## config.mk

```make
export PLATFORM = sky130hd
export DESIGN_NAME = lvt_write_arbiter
export DESIGN_NICKNAME = d
export VERILOG_FILES = /design/src/rtl/lvt_write_arbiter.sv
export SDC_FILE = /design/constraint.sdc
export NUM_CORES = 1
export LEC_CHECK = 0
export CORE_AREA = 2 2 131 133
export CTS_CLUSTER_SIZE = 14
export DETAILED_ROUTE_END_ITERATION = 8
export DIE_AREA = 0 0 133 135
export PLACE_DENSITY = 0.83
export SYNTH_ARGS = -nofsm -noshare
export SYNTH_HDL_FRONTEND = slang
export SYNTH_SLANG_ARGS = --single-unit
```

## constraint.sdc

```tcl
create_clock -name clk -period 3.3 [get_ports clk]
set_clock_uncertainty 0.1 [all_clocks]
set_input_delay 0.66 -clock clk [delete_from_list [all_inputs] [get_ports clk]]
set_output_delay 0.66 -clock clk [all_outputs]
set_load 0.01 [all_outputs]
```

## src/rtl/lvt_write_arbiter.sv

```systemverilog
// Four-port write arbiter for a 3-bank LVT multiported memory: ports 0/1 share bank 0,
// port 2 owns bank 1 and port 3 owns bank 2. Optional stall counters via LVT_ARB_PERF_EN.
module lvt_write_arbiter #(
    parameter int DATA_W = 32,
    parameter int ADDR_W = 9
) (
    input  logic              clk,
    input  logic              reset_n,
    input  logic              wr_req_0,
    input  logic              wr_req_1,
    input  logic              wr_req_2,
    input  logic              wr_req_3,
    input  logic [ADDR_W-1:0] wr_addr_0,
    input  logic [ADDR_W-1:0] wr_addr_1,
    input  logic [ADDR_W-1:0] wr_addr_2,
    input  logic [ADDR_W-1:0] wr_addr_3,
    input  logic [DATA_W-1:0] wr_data_0,
    input  logic [DATA_W-1:0] wr_data_1,
    input  logic [DATA_W-1:0] wr_data_2,
    input  logic [DATA_W-1:0] wr_data_3,
    output logic              wr_gnt_0,
    output logic              wr_gnt_1,
    output logic              wr_gnt_2,
    output logic              wr_gnt_3,
    output logic              bank_we_0,
    output logic              bank_we_1,
    output logic              bank_we_2,
    output logic [ADDR_W-1:0] bank_addr_0,
    output logic [ADDR_W-1:0] bank_addr_1,
    output logic [ADDR_W-1:0] bank_addr_2,
    output logic [DATA_W-1:0] bank_data_0,
    output logic [DATA_W-1:0] bank_data_1,
    output logic [DATA_W-1:0] bank_data_2,
    output logic              lvt_we_0,
    output logic              lvt_we_1,
    output logic              lvt_we_2,
    output logic [ADDR_W-1:0] lvt_addr_0,
    output logic [ADDR_W-1:0] lvt_addr_1,
    output logic [ADDR_W-1:0] lvt_addr_2,
    output logic [1:0]        lvt_val_0,
    output logic [1:0]        lvt_val_1,
    output logic [1:0]        lvt_val_2
`ifdef LVT_ARB_PERF_EN
    ,
    output logic [15:0]       stall_cnt_0,
    output logic [15:0]       stall_cnt_1,
    output logic [15:0]       stall_cnt_2,
    output logic [15:0]       stall_cnt_3
`endif
);

    logic [3:0]        w_req;
    logic [ADDR_W-1:0] w_addr [4];
    logic [DATA_W-1:0] w_data [4];
    logic [3:0]        w_gnt;
    logic [2:0]        w_bank_gnt;
    logic              w_c0_valid;
    logic              w_c0_sel;
    logic              w_c0_ok;
    logic [ADDR_W-1:0] w_c0_addr;
    logic [DATA_W-1:0] w_c0_data;

    // r_last: last bank-0 winner (0 = port 0, 1 = port 1)
    logic              r_last;
    logic [2:0]        r_we;
    logic [ADDR_W-1:0] r_addr [3];
    logic [DATA_W-1:0] r_data [3];
    logic [1:0]        r_val  [3];

    assign w_req     = {wr_req_3, wr_req_2, wr_req_1, wr_req_0};
    assign w_addr[0] = wr_addr_0;
    assign w_addr[1] = wr_addr_1;
    assign w_addr[2] = wr_addr_2;
    assign w_addr[3] = wr_addr_3;
    assign w_data[0] = wr_data_0;
    assign w_data[1] = wr_data_1;
    assign w_data[2] = wr_data_2;
    assign w_data[3] = wr_data_3;

    // Collisions are judged against requests, not grants: a blocked port 2 still
    // shadows a bank-0 candidate at the same address.
    always_comb begin
        w_gnt      = '0;
        w_c0_valid = w_req[0] | w_req[1];
        w_c0_sel   = (w_req[0] && w_req[1]) ? ~r_last : w_req[1];
        w_c0_addr  = w_c0_sel ? w_addr[1] : w_addr[0];
        w_c0_data  = w_c0_sel ? w_data[1] : w_data[0];
        w_c0_ok    = w_c0_valid
                     && !(w_req[3] && (w_addr[3] == w_c0_addr))
                     && !(w_req[2] && (w_addr[2] == w_c0_addr));
        w_gnt[3]   = w_req[3];
        w_gnt[2]   = w_req[2] && !(w_req[3] && (w_addr[3] == w_addr[2]));
        w_gnt[1]   = w_c0_ok && w_c0_sel;
        w_gnt[0]   = w_c0_ok && !w_c0_sel;
        if (!reset_n) begin
            w_gnt = '0;
        end
    end

    assign w_bank_gnt = {w_gnt[3], w_gnt[2], w_gnt[1] | w_gnt[0]};

    always_ff @(posedge clk or negedge reset_n) begin
        if (!reset_n) begin
            r_last <= 1'b1;
            r_we   <= '0;
            for (int b = 0; b < 3; b++) begin
                r_addr[b] <= '0;
                r_data[b] <= '0;
                r_val[b]  <= 2'd0;
            end
        end else begin
            r_we <= w_bank_gnt;
            if (w_bank_gnt[0]) begin
                r_last    <= w_gnt[1];
                r_addr[0] <= w_c0_addr;
                r_data[0] <= w_c0_data;
                r_val[0]  <= {1'b0, w_gnt[1]};
            end
            if (w_bank_gnt[1]) begin
                r_addr[1] <= w_addr[2];
                r_data[1] <= w_data[2];
                r_val[1]  <= 2'd2;
            end
            if (w_bank_gnt[2]) begin
                r_addr[2] <= w_addr[3];
                r_data[2] <= w_data[3];
                r_val[2]  <= 2'd3;
            end
        end
    end

    assign wr_gnt_0    = w_gnt[0];
    assign wr_gnt_1    = w_gnt[1];
    assign wr_gnt_2    = w_gnt[2];
    assign wr_gnt_3    = w_gnt[3];
    assign bank_we_0   = r_we[0];
    assign bank_we_1   = r_we[1];
    assign bank_we_2   = r_we[2];
    assign lvt_we_0    = r_we[0];
    assign lvt_we_1    = r_we[1];
    assign lvt_we_2    = r_we[2];
    assign bank_addr_0 = r_addr[0];
    assign bank_addr_1 = r_addr[1];
    assign bank_addr_2 = r_addr[2];
    assign lvt_addr_0  = r_addr[0];
    assign lvt_addr_1  = r_addr[1];
    assign lvt_addr_2  = r_addr[2];
    assign bank_data_0 = r_data[0];
    assign bank_data_1 = r_data[1];
    assign bank_data_2 = r_data[2];
    assign lvt_val_0   = r_val[0];
    assign lvt_val_1   = r_val[1];
    assign lvt_val_2   = r_val[2];

`ifdef LVT_ARB_PERF_EN
    logic [15:0] r_stall [4];

    always_ff @(posedge clk or negedge reset_n) begin
        if (!reset_n) begin
            for (int n = 0; n < 4; n++) begin
                r_stall[n] <= '0;
            end
        end else begin
            for (int n = 0; n < 4; n++) begin
                if (w_req[n] && !w_gnt[n] && (r_stall[n] != 16'hFFFF)) begin
                    r_stall[n] <= r_stall[n] + 16'd1;
                end
            end
        end
    end

    assign stall_cnt_0 = r_stall[0];
    assign stall_cnt_1 = r_stall[1];
    assign stall_cnt_2 = r_stall[2];
    assign stall_cnt_3 = r_stall[3];
`endif

endmodule

```

==> impl_metrics.yaml <==
setup_path:
  path_class: "input port to output port"
  critPathSlowestCell: "clkdlybuf4s50_1"
  critPathRequiredTime_ns: 2.54
  critPathMaxStageDelay_ns: 0.44
  path_buf_inv: 3
  end_kind: "output port"
  critPathArrivalTime_ns: 2.55
  crit_family: "buffers and inverters"
  crit_fanout: 3
  cp-start-kind: "input port"
  critical_path.cell_chain: "clkdlybuf4s50_1, buf_4, xnor2_1, o221ai_1, nor4_1, o21ai_1, o31ai_4, or2_4, nor2_1, buf_2"
timing:
  period_minus_slack_ns: 3.31
  setup_slack_ns: -0.00869
  period_share: 1.00
  maxSlewViolCount: 0
  hold_violations: 0
  worst_slew_pin_slew_ns: 0.936
  setup_viol: 1
  rsz0062_at_grt: "true"
  relSlewSlack: 0.376
  timing.fmax_ghz: 0.302
die:
  boundaryPins: 336
  dieHeight_um: 135
  die_w_um: 133
  core_mm2: 0.0164
  initial_core_util: 0.367
  die_area_mm2: 0.0180
  rows: 47
clock_tree:
  hold_buffers: 0
  clock-root-buffer: "clkbuf_16"
  clk_latency_ns: 0.41
  path_clk_slew_ns: 0.06
  cts_made_buffers: 17
  cts_max_path_buffers: 2
  numClockSinks: 130
  cts-htree-levels: 4
  cts_tree: "done"
route:
  ant_nets: 0
  wl_mm: 20.0
  vias: 5265
  firstDrtPassIters: 5
  routedWlPerCell_um: 18.5
  post-route-drc-count: 0
  routed_via_density: 4.87
  drtIter0Drc: 286
global_route:
  track_usage: 0.225
  grt_pass1_vias: 5521
  grt-ovfl-total: 0
  grt_max_degree: 72
  grt_first_pass_wirelength_mm: 30.8
  grt_antenna_before_repair: 2
yosys:
  yosys_most_used_dff: "dfrtp_1"
  syn_inst: 492
  yosys_warnings: 0
  ys_types: 42
  avgSynthCellArea_um2: 12.2
  seq_area_frac_synth: 0.541
  synth_edf_count: 0
  syn_area_mm2: 0.00602
  ys_ff_latch: 130
  async_flop_share: 1.00
final_layout:
  nets: 1016
  postLayoutCoreUtil: 0.632
  multi_input_area_mm2: 0.00244
  design_area_mm2: 0.0104
  nFillCells: 1268
  layout-drive-gt1-share: 0.224
  area_growth_pct: 72.3
  ff_latch_area_mm2: 0.00325
power_and_ir_drop:
  power.density_mw_per_mm2: 506
  p_leak_nw: 4.35
  peakVddDrop_mv: 0.312
status:
  status: "finished with violations"
  violations: "setup timing"
placed_design:
  place_congestion: 0.991
  hpwlAfterDp_mm: 15.3
  dpl_cell_area_mm2: 0.00971
  place_ws_ns: -0.684
  io_buffers: 333
hold_path:
  min_path_type: "input port to async pin"
run:
  maxCapViolations: 0
==> layout by cell type, fill, tap and decap left out, types with 3 or more instances in the layout <==
| cell | Yosys | final |
|---|---|---|
| nand2_1 | 12 | 11 |
| nor4_1 | 5 | 3 |
| nor2b_1 | 3 | 3 |
| mux2i_2 | 0 | 3 |
| o21ai_1 | 41 | 42 |
| clkdlybuf4s50_1 | 0 | 319 |
| dfrtp_1 | 129 | 129 |
| xor2_1 | 17 | 17 |
| nor2_1 | 3 | 3 |
| o221ai_1 | 3 | 3 |
| inv_1 | 12 | 12 |
| clkinv_2 | 0 | 6 |
| nand2b_1 | 5 | 5 |
| xnor2_1 | 3 | 3 |
| a21oi_1 | 4 | 4 |
| o21ai_0 | 49 | 48 |
| mux2_2 | 81 | 81 |
| mux2_1 | 3 | 3 |
| clkbuf_1 | 19 | 4 |
| buf_4 | 35 | 57 |
| clkbuf_16 | 0 | 17 |
| dlygate4sd2_1 | 0 | 9 |
| mux2i_1 | 38 | 34 |
==> Yosys cell counts (4+ instances only) <==
| cell type | count | share of area |
|---|---|---|
| dfrtp_1 | 129 | 0.54 |
| mux2_2 | 81 | 0.15 |
| o21ai_0 | 49 | 0.041 |
| o21ai_1 | 41 | 0.034 |
| mux2i_1 | 38 | 0.063 |
| buf_4 | 35 | 0.044 |
| clkbuf_1 | 19 | 0.012 |
| xor2_1 | 17 | 0.025 |
| inv_1 | 12 | 0.0075 |
| nand2_1 | 12 | 0.0075 |
| nand2b_1 | 5 | 0.0052 |
| nor4_1 | 5 | 0.0052 |
| a21oi_1 | 4 | 0.0033 |
| buf_6 | 4 | 0.0075 |
==> layer usage <==
metal | up-vias | GRT usage | wire length (µm)
li1 | 2431 | - | -
met1 | 2533 | 0.267 | 7860
met4 | 0 | 0.0842 | 582
met2 | 255 | 0.377 | 9850
met3 | 46 | 0.0807 | 1690
met5 | - | 0 | 0
==> state kept, by name, indices dropped and copies added, names as in the netlist <==
name	flops
lvt_val_0	1
bank_data_0	32
bank_data_1	32
r_last	1
bank_addr_0	9
bank_addr_1	9
r_we	3
lvt_val_2	1
bank_addr_2	9
lvt_val_1	1
bank_data_2	32
==> power by group <==
part	switching, mW	leakage [nW]	internal [mW]
Combinational	0.570	2.53	0.914
Sequential	0.147	1.54	1.83
Clock	0.687	0.270	1.10
Total	1.40	4.35	3.84
==> repair_timing <==
item,4_1_cts,5_1_grt
pin swaps,7,11
resized for setup,34,5
endpoints found under the setup margin,3,3
setup buffers,1,5
==> final cells by class <==
cell class / count / share of cell area
clock buffers: 21 / 0.0425
repair buffers: 393 / 0.366
clock inverters: 11 / 0.0110
multi-input cells: 291 / 0.235
well taps: 220 / 0.0266
diodes: 2 / 0.000483
inverters: 13 / 0.00471
flip-flops and latches: 130 / 0.314
==> per-stage QoR <==
stage	power [mW]	std cells	hold slack, ns	setup TNS, ns
finish	5.25	1081	0.347	-0.00869
global route	5.49	1080	0.405	-0.205
CTS	5.31	1076	0.372	-0.00741
detailed placement	3.48	1043	0.368	-3.12
global placement	3.44	1043	0.357	-2.21
floorplan	2.54	493	0.264	0
==> path summary, 6_finish.rpt <==
| path | endpoint | slack [ns] | start | cells past startpoint |
|---|---|---|---|---|
| max reg2reg | bank_addr_0[7] | 0.46 | r_last | 10 |
| max in group asynchronous | bank_data_0[13] | 2.06 | reset_n | 2 |
| min | bank_data_2[16] | 0.35 | reset_n | 2 |
| min reg2reg | lvt_val_1[1] | 0.38 | lvt_val_1[1] | 1 |
| max | wr_gnt_0 | -0.009 | wr_addr_3[3] | 10 |
| min in group clk | lvt_val_1[1] | 0.38 | lvt_val_1[1] | 1 |
==> kinds of logic after synthesis <==
kind of cell,count (synthesis),share of synthesized area
compound gates,113,0.106
xor+xnor,20,0.0291
buf+inv,72,0.0719
flops,130,0.541
mux,122,0.220
other cells,1,0.000623
simple gates,34,0.0312
No activity file was read; power rests on OpenSTA's default activity.
